[src/rtl/dqs_mode_sequencer.sv]
// Mode sequencer for the DQS pattern stage: turns write bursts and write-leveling
// commands into a registered idle/preamble/transmit/postamble/wlevel mode stream.
module dqs_mode_sequencer #(
  parameter int unsigned PRE_CYCLES  = 1,
  parameter int unsigned POST_CYCLES = 1,
  parameter int unsigned LEN_W       = 6,
  parameter int unsigned WL_GAP      = 4
) (
  input  logic             i_clk,
  input  logic             i_rst_n,
  input  logic             i_wr_valid,
  output logic             o_wr_ready,
  input  logic [LEN_W-1:0] i_wr_len,
  input  logic             i_wl_start,
  input  logic [7:0]       i_wl_pulses,
  input  logic             i_wl_abort,
  output logic [3:0]       o_mode,
  output logic             o_busy,
  output logic             o_wl_done
);

  typedef enum logic [2:0] {
    S_IDLE, S_PRE, S_DATA, S_POST, S_WL_EN, S_WL_STB
  } state_t;

  localparam logic [15:0] PRE_LD  = 16'(PRE_CYCLES - 1);
  localparam logic [15:0] POST_LD = 16'(POST_CYCLES - 1);
  localparam logic [15:0] GAP_LD  = 16'(WL_GAP - 1);

  state_t           r_state, w_state_nxt;
  logic [15:0]      r_pcnt, w_pcnt_nxt;
  logic [LEN_W-1:0] r_dcnt, w_dcnt_nxt;
  logic [7:0]       r_scnt, w_scnt_nxt;
  logic [3:0]       r_mode, w_mode_nxt;
  logic             r_busy, r_wl_done, w_done_nxt;
  logic [LEN_W-1:0] w_len_ld;

  assign w_len_ld   = (i_wr_len == '0) ? LEN_W'(1) : i_wr_len;
  assign o_wr_ready = ((r_state == S_IDLE) && !i_wl_start) ||
                      ((r_state == S_DATA) && (r_dcnt == LEN_W'(1)));
  assign o_mode     = r_mode;
  assign o_busy     = r_busy;
  assign o_wl_done  = r_wl_done;

  always_ff @(posedge i_clk or negedge i_rst_n) begin
    if (!i_rst_n) begin
      r_state   <= S_IDLE;
      r_pcnt    <= '0;
      r_dcnt    <= '0;
      r_scnt    <= '0;
      r_mode    <= '0;
      r_busy    <= 1'b0;
      r_wl_done <= 1'b0;
    end else begin
      r_state   <= w_state_nxt;
      r_pcnt    <= w_pcnt_nxt;
      r_dcnt    <= w_dcnt_nxt;
      r_scnt    <= w_scnt_nxt;
      r_mode    <= w_mode_nxt;
      r_busy    <= (w_mode_nxt != 4'd0);
      r_wl_done <= w_done_nxt;
    end
  end

  always_comb begin
    w_state_nxt = r_state;
    w_pcnt_nxt  = r_pcnt;
    w_dcnt_nxt  = r_dcnt;
    w_scnt_nxt  = r_scnt;
    w_done_nxt  = 1'b0;
    unique case (r_state)
      S_IDLE: begin
        if (i_wl_start) begin
          w_state_nxt = S_WL_EN;
          w_pcnt_nxt  = GAP_LD;
          w_scnt_nxt  = i_wl_pulses;
        end else if (i_wr_valid) begin
          w_state_nxt = S_PRE;
          w_pcnt_nxt  = PRE_LD;
          w_dcnt_nxt  = w_len_ld;
        end
      end
      S_PRE: begin
        if (r_pcnt == '0) w_state_nxt = S_DATA;
        else              w_pcnt_nxt  = r_pcnt - 16'd1;
      end
      S_DATA: begin
        // Last data cycle doubles as an accept slot for back-to-back bursts.
        if (r_dcnt == LEN_W'(1)) begin
          if (i_wr_valid) begin
            w_dcnt_nxt = w_len_ld;
          end else begin
            w_state_nxt = S_POST;
            w_pcnt_nxt  = POST_LD;
            w_dcnt_nxt  = '0;
          end
        end else begin
          w_dcnt_nxt = r_dcnt - LEN_W'(1);
        end
      end
      S_POST: begin
        if (r_pcnt == '0) w_state_nxt = S_IDLE;
        else              w_pcnt_nxt  = r_pcnt - 16'd1;
      end
      S_WL_EN: begin
        if (i_wl_abort) begin
          w_state_nxt = S_IDLE;
          w_pcnt_nxt  = '0;
          w_scnt_nxt  = '0;
        end else if (r_pcnt != '0) begin
          w_pcnt_nxt = r_pcnt - 16'd1;
        end else if (r_scnt == '0) begin
          w_state_nxt = S_IDLE;
          w_done_nxt  = 1'b1;
        end else begin
          w_state_nxt = S_WL_STB;
        end
      end
      S_WL_STB: begin
        if (i_wl_abort) begin
          w_state_nxt = S_IDLE;
          w_pcnt_nxt  = '0;
          w_scnt_nxt  = '0;
        end else begin
          w_state_nxt = S_WL_EN;
          w_pcnt_nxt  = GAP_LD;
          w_scnt_nxt  = r_scnt - 8'd1;
        end
      end
      default: w_state_nxt = S_IDLE;
    endcase
  end

  always_comb begin
    w_mode_nxt = 4'd0;
    unique case (w_state_nxt)
      S_IDLE:   w_mode_nxt = 4'd0;
      S_DATA:   w_mode_nxt = 4'd1;
      S_PRE:    w_mode_nxt = 4'd2;
      S_POST:   w_mode_nxt = 4'd3;
      S_WL_EN:  w_mode_nxt = 4'd4;
      S_WL_STB: w_mode_nxt = 4'd5;
      default:  w_mode_nxt = 4'd0;
    endcase
  end

endmodule

[config.mk]
export PLATFORM = sky130hd
export DESIGN_NAME = dqs_mode_sequencer
export DESIGN_NICKNAME = d
export VERILOG_FILES = /design/src/rtl/dqs_mode_sequencer.sv
export SDC_FILE = /design/constraint.sdc
export NUM_CORES = 1
export LEC_CHECK = 0
export CAP_MARGIN = 20
export CORE_UTILIZATION = 32
export CTS_BUF_LIST = sky130_fd_sc_hd__clkbuf_8
export CTS_CLUSTER_SIZE = 40
export DETAILED_ROUTE_END_ITERATION = 16
export PLACE_DENSITY_LB_ADDON = 0.3
export SYNTH_ARGS = -nofsm -noshare
export SYNTH_HDL_FRONTEND = slang
export SYNTH_SLANG_ARGS = --single-unit
[constraint.sdc]
create_clock -name i_clk -period 2.2 [get_ports i_clk]
set_input_delay 0.33 -clock i_clk [delete_from_list [all_inputs] [get_ports i_clk]]
set_output_delay 0.33 -clock i_clk [all_outputs]
set_load 0.01 [all_outputs]
Word-level counts from Yosys, hierarchy flattened. Cells that the tools add are included.

Reduce and logical (&&, ||, !) cells: 17. Add/subtract/negate cells: 3. Eq/ne operators: 20. Multiplexer cells: 35.

Operators by type and width (count): two-way mux 16 bit (7); one-hot mux 16 bit (5 select lines) (1); two-way mux 3 bit (10); two-way mux 6 bit (5); two-way mux 8 bit (3); one-hot mux 8 bit (3 select lines) (1); one-hot mux 3 bit (6 select lines) (1); zero test 16 bit (1); nonzero test 16 bit (1); subtractor 16 x 1 -> 16 bit (second input constant) (1); one-hot mux 3 bit (5 select lines) (1); == test 3 x 2 -> 1 bit (second input constant) (4); == test 3 bit (second input constant) (4); != test 2 bit (second input constant) (6); one-hot mux 6 bit (2 select lines) (1); zero test 8 bit (1); subtractor 8 x 1 -> 8 bit (second input constant) (1); == test 3 x 1 -> 1 bit (second input constant) (2); == test 6 x 1 -> 1 bit (second input constant) (1); zero test 6 bit (1); != test 3 bit (second input constant) (2); AND reduction 3 bit (2); AND reduction 6 bit (1); subtractor 6 x 1 -> 6 bit (second input constant) (1); 12 further kinds (16).

Word-level logic and storage cells: 82. Output and inout bits: 7. Bits of input ports: 19. Register bits: 39.

Depth between registers and ports, before layout.
Word-level depth: 8. Mapped depth: 9. Mapped depth without buffers: 8.

Worst setup path after synthesis. No wires, ideal clock.

Kind: register -> register. From: reg r_pcnt[0]. To: reg r_pcnt[0]. Required time: 2.075 ns. Clock period less this slack: 2.400 ns. Data arrival time: 2.276 ns. Library setup time: 0.125 ns. Cell stages (with the launch flop): 9. Setup slack: -0.200 ns. Buffers on the path: 1. Cells stage by stage: dfrtp_1 -> inv_1 -> ha_1 -> or4b_1 -> or3_1 -> or3_1 -> buf_6 -> nand2_2 -> mux2_2.

Word-level cells in the longest chain between the ends: 4. Elaborated cells on any way between the ends: 10. Those cells by class: add/sub (1); eq/ne (2); mux (4); reduce/logical (3).

RTL lines: from (decl) (line 31) `logic [15:0] r_pcnt, w_pcnt_nxt;`; from (signal assigned) (line 56) `r_pcnt <= w_pcnt_nxt;`; subtractor 16 x 1 -> 16 bit (line 85, 103, 111); two-way mux 16 bit (line 110) `end else if (r_pcnt != '0) begin`; two-way mux 16 bit (line 106) `if (i_wl_abort) begin`; one-hot mux 16 bit (5 select lines) (line 71) `unique case (r_state)`.

Parallel ways exist; a longest one is shown, timed or not. The select of a mux whose other input is x is not followed. A chain may end at the register's enable or synchronous reset.

Final worst setup path.
From: reg r_pcnt[0]. To: reg r_busy, in the netlist o_busy.

Word-level cells in the longest chain between the ends: 7. Elaborated cells on any way between the ends: 14. Those cells by class: eq/ne (5); mux (6); reduce/logical (3).

RTL lines: nonzero test 16 bit (line 110); two-way mux 3 bit (line 110); two-way mux 3 bit (line 106); one-hot mux 3 bit (6 select lines) * (line 71); == test 3 bit (tied with other cells) (line 136) `unique case (w_state_nxt)`; one-hot mux 3 bit (5 select lines) * (line 136); nonzero test 4 bit * (line 60) `r_busy <= (w_mode_nxt != 4'd0);`; to (signal assigned) (line 60); to (decl) (line 35) `logic r_busy, r_wl_done, w_done_nxt;`.

Every way passes the cells marked *; elsewhere a longest branch is shown, timed or not.

==> results.py <==
metrics = {
    "logic_synthesis": {
        "post_synth.cell_area_avg_um2": 8.70,
        "ys_warn_count": 0,
        "synth_top_cell_area_share": 0.432,
        "synthArstFlopShare": 1.00,
        "synth-edff-count": 0,
        "ys_seq_elements": 38,
        "seq_area_frac_synth": 0.432,
        "synth_xor_area_frac": 0.0358,
        "synth_compound_area_frac": 0.187,
        "syn_area_um2": 2200,
        "synth_ff_type": "dfrtp_1",
        "netlist_instances": 253,
        "synth_most_common_cell": "dfrtp_1",
        "synthAdderAreaFrac": 0.0284,
        "synth.largest_area_cell": "dfrtp_1",
        "muxShareOfSynthArea": 0.0153,
        "yosysUniqueCellTypes": 49,
        "synth_common_cells": "dfrtp_1, nor2_1, o21ai_0",
        "synth_area_leaders": "dfrtp_1, o21ai_0, a21oi_1",
        "synthSimpleGateAreaFrac": 0.251,
        "synth_nets": 277,
        "synth_top_family_by_area": "simple AND/OR/NAND/NOR gates",
    },
    "layout": {
        "drive_gt1_frac": 0.296,
        "fin_nets": 347,
        "diodes": 0,
        "area_growth_pct": 41.5,
        "fin_util": 0.480,
    },
    "sta": {
        "maxSlewHeadroom": 0.591,
        "finalCriticalPeriod_ns": 2.49,
        "slew_viol_final": 0,
        "fmaxAchievable_mhz": 402,
        "tightest_slew_ns": 0.608,
        "setup_viol": 19,
        "period_share": 1.13,
        "finalHoldViolCount": 0,
        "hold_slack_ns": 0.494,
        "postLayoutSetupSlackWorst_ns": -0.288,
        "clock_skew_ns": 0.0131,
        "rsz0062_at_grt": "true",
    },
    "clock_tree": {
        "clock_latency_ns": 0.31,
        "cts_tree": "done",
        "h-tree-depth": 2,
        "clk_pin_slew_ns": 0.08,
        "cts_sinks": 38,
        "cts_made_buffers": 5,
        "clock_path_buffers": 2,
        "cts-root-buf": "clkbuf_8",
    },
    "worst_setup_path": {
        "critical_path_class": "flop to flop",
        "crit_fanout": 3,
        "rr_startpoint": "r_pcnt[0]",
        "start_kind": "flop",
        "cp-startpoint": "r_pcnt[0]",
        "critPathRequiredTime_ns": 2.38,
        "critPathArrivalTime_ns": 2.67,
        "end_kind": "flop",
    },
    "floorplanning": {
        "io_pins": 26,
        "die_w_um": 85.0,
        "start_util": 0.339,
        "row_count": 29,
        "die_y_um": 85.0,
        "dieArea_um2": 7220,
        "core_um2": 6490,
    },
    "power_and_ir_drop": {
        "p_per_area_nw_per_um2": 1500,
        "ir_drop_v": 0.000449,
        "leakage_nw": 1.36,
    },
    "routing": {
        "vias": 2081,
        "wirelength_um": 5680,
        "firstDrtPassIters": 7,
        "drc": 0,
        "wire_per_inst_um": 14.2,
        "vias_per_cell": 5.19,
        "ant_nets": 0,
        "drt_iter0_drc": 162,
    },
    "global_route": {
        "grt_pass1_vias": 2084,
        "overflow": 0,
        "grt_antenna_before_repair": 0,
        "track_usage": 0.169,
        "grt_max_degree": 21,
        "grt_pass1_wl_um": 9700,
    },
    "placement": {
        "hpwl_um": 3980,
        "portBuffers": 24,
        "gp_congestion": 0.811,
    },
    "run_status": {
        "status": "finished with violations",
        "violations": "negative setup slack",
    },
    "worst_hold_path": {
        "worstHoldPathType": "flop to flop",
        "min_from": "r_scnt[0]",
    },
    "job": {
        "maxCapViolCount": 0,
    },
}
cells by family (layout without fill, tap and decap cells):
kind of cell	after synthesis	after routing
AND/OR/NAND/NOR	100	100
AO/OA/AOI/OAI	73	73
flip-flops	38	38
buffers and inverters	24	95
XOR/XNOR	9	9
adder cells (fa/ha/maj)	5	5
multiplexers	3	3
other	1	1
cell usage in the layout, fill, tap and decap left out, types with 2 or more instances in the layout:
cell and count:
a21oi_1 21, nor2b_1 2, inv_1 10, nor2_1 29
a32oi_1 3, clkbuf_8 6, o21ai_2 3, dfrtp_1 38
nand3_1 2, nor3b_1 3, nand2_1 14, buf_6 7
or4_2 2, buf_4 42, a21oi_2 2, nand4b_1 2
and2_4 2, a22oi_1 2, nand3b_1 3, nor4_1 4
ha_1 4, nor3_1 10, or3_4 5, or2_2 2
nand2b_1 3, o21ai_1 2, inv_2 3, xor2_1 8
a31oi_1 3, nand3_4 2, clkdlybuf4s50_1 22, a31o_2 2
nand4_1 4, o21ai_0 27, mux2_4 2
final timing paths:
| check | endpoint | slack, ns | depth (start not counted) |
|---|---|---|---|
| max in group asynchronous | r_state[0] | 1.04 | 3 |
| worst max-delay path | o_busy | -0.29 | 8 |
| min in group asynchronous | r_pcnt[8] | 0.50 | 2 |
| worst max register to register | o_busy | -0.29 | 8 |
| worst min register to register | r_scnt[0] | 0.49 | 2 |
| worst min-delay path | r_scnt[0] | 0.49 | 2 |
stage by stage:
stage	std cells	setup TNS, ns	power [mW]	instance area [um^2]	worst slack (ns)
finish	401	-3.61	4.68	3120	-0.288
global route	401	-5.01	5.06	3120	-0.369
CTS	401	-2.19	4.50	3050	-0.223
detailed placement	387	-3.52	3.69	2810	-0.260
global placement	387	-3.04	3.65	2810	-0.285
floorplan	253	-1.37	2.70	2210	-0.184
registers in the layout, summed over array words and instances (netlist names):
| name | flops |
|---|---|
| o_mode | 3 |
| r_state | 3 |
| r_scnt | 8 |
| o_busy | 1 |
| r_pcnt | 16 |
| o_wl_done | 1 |
| r_dcnt | 6 |
metal layers:
layer  vias to the layer above  track usage  part of all wire
met5                         -            0                 0
met4                         0       0.0616             0.018
met3                        11       0.0340             0.032
met2                        39        0.261              0.45
met1                       990        0.236              0.50
li1                       1041            -                 -
report_power, final:
| part | internal (mW) | switching (mW) | leakage, nW |
|---|---|---|---|
| registers | 0.990 | 0.214 | 0.492 |
| logic | 1.44 | 1.50 | 0.817 |
| clock network | 0.252 | 0.273 | 0.0472 |
| total | 2.68 | 1.99 | 1.36 |
critical path: stages, from the launching register on:
cell	delay, ns
dfrtp_1	0.39
inv_2	0.08
ha_4	0.13
or4b_4	0.46
or3_4	0.36
or3_4	0.36
xnor2_2	0.15
nand2b_1	0.11
or3b_1	0.34
layout make-up:
type	instances	area, um^2
Clock buffer	6	82.6
Clock inverter	2	12.5
Fill cell	618	3380
Inverter	13	48.8
Multi-Input combinational cell	191	1290
Sequential cell	38	951
Tap cell	77	96.3
Timing Repair Buffer	74	634
repair_timing:
| action | CTS | global route |
|---|---|---|
| pin swaps | 17 | 12 |
| hold buffers | 1 | 0 |
| gates cloned | 1 | 0 |
| buffers inserted | 4 | 1 |
| endpoints found under the setup margin | 20 | 20 |
| resized for setup | 24 | 18 |
| endpoints found under the hold margin | 11 | 0 |
No activity file was read; power rests on OpenSTA's default activity.
